`src/rtl/rfblackwidow_cond_resolve.sv`:
```
// Condition-register file with pending scoreboard and branch resolution FSM.
// Branches stall until the tested CR's compare result arrives, then report taken/mispredict/PC.
//
// state | meaning
// IDLE  | ready for a branch request
// WAIT  | branch latched, tested CR still pending
// DONE  | result presented, held until res_ready_i
module rfblackwidow_cond_resolve #(
  parameter int NCR   = 8,
  parameter int CRW   = $clog2(NCR),
  parameter int ABITS = 32
) (
  input  logic             clk_i,
  input  logic             rst_i,
  input  logic             flush_i,
  input  logic             cmp_issue_i,
  input  logic [CRW-1:0]   cmp_issue_cr_i,
  input  logic             cmp_wr_i,
  input  logic [CRW-1:0]   cmp_wr_cr_i,
  input  logic             cmp_res_i,
  input  logic             br_req_i,
  output logic             br_ready_o,
  input  logic [CRW-1:0]   br_cr_i,
  input  logic             br_sense_i,
  input  logic             br_pred_i,
  input  logic [ABITS-1:0] br_target_i,
  input  logic [ABITS-1:0] br_fallthru_i,
  output logic             res_valid_o,
  input  logic             res_ready_i,
  output logic             res_taken_o,
  output logic             res_mispred_o,
  output logic [ABITS-1:0] res_pc_o,
  output logic [NCR-1:0]   cr_o,
  output logic [NCR-1:0]   pend_o
);

  typedef enum logic [1:0] {IDLE, WAIT, DONE} state_t;

  state_t           state;
  logic [NCR-1:0]   cr;
  logic [NCR-1:0]   pend;
  logic [NCR-1:0]   pend_nxt;
  logic [CRW-1:0]   lcr;
  logic             lsense;
  logic             lpred;
  logic [ABITS-1:0] ltarget;
  logic [ABITS-1:0] lfall;
  logic             byp_hit;
  logic             req_rdy;
  logic             req_val;
  logic             req_taken;
  logic             wait_hit;
  logic             wait_taken;

  // Issue is applied after write so a same-cycle issue/write leaves the CR pending.
  always_comb begin
    pend_nxt = pend;
    if (cmp_wr_i)    pend_nxt[cmp_wr_cr_i] = 1'b0;
    if (cmp_issue_i) pend_nxt[cmp_issue_cr_i] = 1'b1;
    if (flush_i)     pend_nxt = '0;
  end

  always_ff @(posedge clk_i or posedge rst_i) begin
    if (rst_i) begin
      cr   <= '0;
      pend <= '0;
    end else begin
      if (cmp_wr_i) cr[cmp_wr_cr_i] <= cmp_res_i;
      pend <= pend_nxt;
    end
  end

  assign byp_hit    = cmp_wr_i && (cmp_wr_cr_i == br_cr_i);
  assign req_rdy    = byp_hit || !pend[br_cr_i];
  assign req_val    = byp_hit ? cmp_res_i : cr[br_cr_i];
  assign req_taken  = (req_val == br_sense_i);
  assign wait_hit   = cmp_wr_i && (cmp_wr_cr_i == lcr);
  assign wait_taken = (cmp_res_i == lsense);

  always_ff @(posedge clk_i or posedge rst_i) begin
    if (rst_i) begin
      state         <= IDLE;
      br_ready_o    <= 1'b1;
      res_valid_o   <= 1'b0;
      res_taken_o   <= 1'b0;
      res_mispred_o <= 1'b0;
      res_pc_o      <= '0;
      lcr           <= '0;
      lsense        <= 1'b0;
      lpred         <= 1'b0;
      ltarget       <= '0;
      lfall         <= '0;
    end else if (flush_i) begin
      state       <= IDLE;
      br_ready_o  <= 1'b1;
      res_valid_o <= 1'b0;
    end else begin
      case (state)
        IDLE: begin
          if (br_req_i) begin
            lcr        <= br_cr_i;
            lsense     <= br_sense_i;
            lpred      <= br_pred_i;
            ltarget    <= br_target_i;
            lfall      <= br_fallthru_i;
            br_ready_o <= 1'b0;
            if (req_rdy) begin
              state         <= DONE;
              res_valid_o   <= 1'b1;
              res_taken_o   <= req_taken;
              res_mispred_o <= req_taken ^ br_pred_i;
              res_pc_o      <= req_taken ? br_target_i : br_fallthru_i;
            end else begin
              state <= WAIT;
            end
          end
        end
        WAIT: begin
          if (wait_hit) begin
            state         <= DONE;
            res_valid_o   <= 1'b1;
            res_taken_o   <= wait_taken;
            res_mispred_o <= wait_taken ^ lpred;
            res_pc_o      <= wait_taken ? ltarget : lfall;
          end
        end
        DONE: begin
          if (res_ready_i) begin
            state       <= IDLE;
            res_valid_o <= 1'b0;
            br_ready_o  <= 1'b1;
          end
        end
        default: begin
          state       <= IDLE;
          br_ready_o  <= 1'b1;
          res_valid_o <= 1'b0;
        end
      endcase
    end
  end

  assign cr_o   = cr;
  assign pend_o = pend;

endmodule

```
`config.mk`:
```
export PLATFORM = sky130hd
export DESIGN_NAME = rfblackwidow_cond_resolve
export DESIGN_NICKNAME = d
export VERILOG_FILES = /design/src/rtl/rfblackwidow_cond_resolve.sv
export SDC_FILE = /design/constraint.sdc
export NUM_CORES = 1
export LEC_CHECK = 0
export CORE_MARGIN = 4
export CORE_UTILIZATION = 30
export CTS_BUF_LIST = sky130_fd_sc_hd__clkbuf_8 sky130_fd_sc_hd__clkbuf_16
export DETAILED_ROUTE_END_ITERATION = 10
export GPL_TIMING_DRIVEN = 0
export MAX_ROUTING_LAYER = met4
export SETUP_SLACK_MARGIN = 0.3
export SLEW_MARGIN = 20
export SYNTH_ARGS = -nofsm -noshare
export SYNTH_HDL_FRONTEND = slang
export SYNTH_SLANG_ARGS = --single-unit
```
`constraint.sdc`:
```
create_clock -name clk_i -period 4.29 [get_ports clk_i]
set_input_delay 0.429 -clock clk_i [delete_from_list [all_inputs] [get_ports clk_i]]
set_output_delay 0.429 -clock clk_i [all_outputs]
set_load 0.02 [all_outputs]
```
==> out/results.ini <==
[outcome]
outcome = complete, no violations

[synthesis]
async_reset_ff_frac = 1.00
syn_avg_cell_area_sq_um = 8.85
syn_area_sq_um = 8140
post-synth-top-count-cell = nand2_1
synth_top_area_share = 0.375
synth_area_leaders = dfrtp_1 37%, mux2_2 11%, nand2_1 7.7%, nand3_1 5.9%, nand3b_1 4.7%
syn-num-nets = 1003
synth_top_area_cell = dfrtp_1
synth_ff_type = dfrtp_1
yosys_warnings = 0
synth_common_cells = 167 x nand2_1, 122 x dfrtp_1, 96 x nand3_1
synth_cells = 920
synth_cell_types = 48
ys_seq_elements = 123
seq_area_frac_synth = 0.378
synth_edf_count = 0

[final_layout]
diodes = 0
fin_nets = 1149
fin_util = 0.392
finish.instance_area_sq_um = 10500
area_growth_pct = 29.0
drive_gt1_frac = 0.133
stdcell_count = 1420

[cts]
clock_path_buffers = 2
clockRootBuffer = clkbuf_16
htree_levels = 4
cts_setup_buffers = 0
cts.sinks = 123
cts_hold_buf = 0
worstSkewPairLatency_ns = 0.44
cts_made_buffers = 17
cts_tree = done
ctsResizeCount = 0
clk_pin_slew_ns = 0.06

[sta]
fin_hold_ws_ns = 0.286
setup_violations = 0
post-route-period-util = 0.656
setup_ws_ns = 1.47
finalSetupTns_ns = 0
period_minus_slack_ns = 2.82
slew_headroom = 0.439
slew_viol_final = 0
hold_viol_final = 0
finClkSkew_ns = 0.0106
max_freq_mhz = 355
grt_setup_unrepaired = false
worst-slew-pin-transition_ns = 0.834

[placed_design]
place_area_sq_um = 9870
placedCellCount = 1388
dp_slack_ns = 1.31
gp_congestion = 0.955
port_buffers = 126
place_hpwl_mm = 21.0

[setup_path]
critPathRequiredTime_ns = 4.61
r2r_slack_ns = 1.47
crit_fanout = 10
r2r_cells = 6
cp-end-kind = register
crit_start = state[0]
startpoint_type = register
worst_r2r_startpoint = state[0]
r2r-end = res_pc_o[16]
worst-setup-path-type = reg2reg
cp.arrival_ns = 3.14
endpoint = res_pc_o[16]

[die]
die_x_um = 173
ios = 135
row_count = 60
core_sq_um = 26800
die-area_sq_um = 29800
start_util = 0.304
die_y_um = 173

[global_route]
overflow = 0
antenna_found_initial = 0
track_usage = 0.201
grt_max_degree = 88
grt_pass1_wl_mm = 46.8
grt_pass1_vias = 8059

[worst_hold_path]
hold_class = in2reg

[drt]
drc = 0
drt_iter0_drc = 997
vias_per_cell = 5.86
routed-via-count = 8318
wl_per_cell_um = 21.1
ant_nets = 0
routed_wl_mm = 29.9
drtPass1Iterations = 5

[power]
p_per_area_nw_per_um2 = 442
peakVddDrop_v = 0.000229
p_leak_nw = 3.95
p_total_mw = 4.65

[job]
max_cap_violations = 0

## cells in the final DEF, fill, tap and decap left out, types with 10 or more instances in the layout
master / n
o211ai_1: 16
a221oi_1: 19
nand3b_1: 51
a211oi_1: 19
clkdlybuf4s50_1: 126
nor2_1: 17
o21ai_0: 16
a21oi_1: 16
a22o_1: 19
nand3_1: 96
a31oi_1: 19
a41oi_1: 19
o21ai_1: 12
nand2_1: 167
o2111ai_1: 39
buf_2: 18
mux2_2: 77
dfrtp_1: 122
nor2b_1: 10
clkbuf_1: 77
xnor2_1: 11
o31ai_1: 12
clkbuf_16: 17
or4_1: 19
## routing by layer
layer	vias up	part of all wire	track usage
met2	399	0.47	0.316
li1	3772	-	-
met5	-	0	-
met4	0	0.026	0.0639
met1	4099	0.43	0.260
met3	48	0.074	0.0435
## sequential cells by signal (all words and copies together) (netlist names), 2 cells and up
register,count
cr_o,8
lcr,3
lfall,32
ltarget,32
pend_o,8
res_pc_o,32
state,2
## worst min path at each step
| stage | start | to | slack, ns | cells after the start |
|---|---|---|---|---|
| floorplan | state[1] | state[0] | 0.48 | 1 |
| global placement | res_taken_o | res_taken_o | 0.47 | 2 |
| detailed placement | res_pc_o[31] | res_pc_o[31] | 0.48 | 2 |
| CTS | br_cr_i[0] | lcr[0] | 0.28 | 2 |
| global route | br_cr_i[0] | lcr[0] | 0.30 | 2 |
| finish | br_cr_i[0] | lcr[0] | 0.29 | 2 |
## critical path, stage by stage (launching register included)
cell and delay (ns):
dfrtp_1 0.32, clkbuf_1 0.31, nor2b_1 0.63, clkbuf_1 0.48, clkbuf_1 0.58, a31oi_1 0.16, a22o_1 0.23
## report_power, final
group          internal (mW)  switching, mW
logic                  0.671          0.815
clock network          0.984          0.610
registers               1.42          0.150
## logic make-up after synthesis
| family | count (synthesis) | synth area share |
|---|---|---|
| AND/OR/NAND/NOR | 374 | 0.227 |
| buffers and inverters | 107 | 0.0582 |
| multiplexers | 82 | 0.117 |
| XOR/XNOR | 13 | 0.0157 |
| flip-flops | 123 | 0.378 |
| AO/OA/AOI/OAI | 221 | 0.203 |
## area by class of cell
class | instances | area [sq um]
Timing Repair Buffer | 127 | 1290
Clock inverter | 15 | 214
Multi-Input combinational cell | 690 | 4590
Clock buffer | 17 | 425
Buffer | 104 | 463
Inverter | 3 | 18.8
Tap cell | 341 | 427
Sequential cell | 123 | 3080
Fill cell | 2656 | 16300
Note: power is estimated with default switching activity, not from simulation.
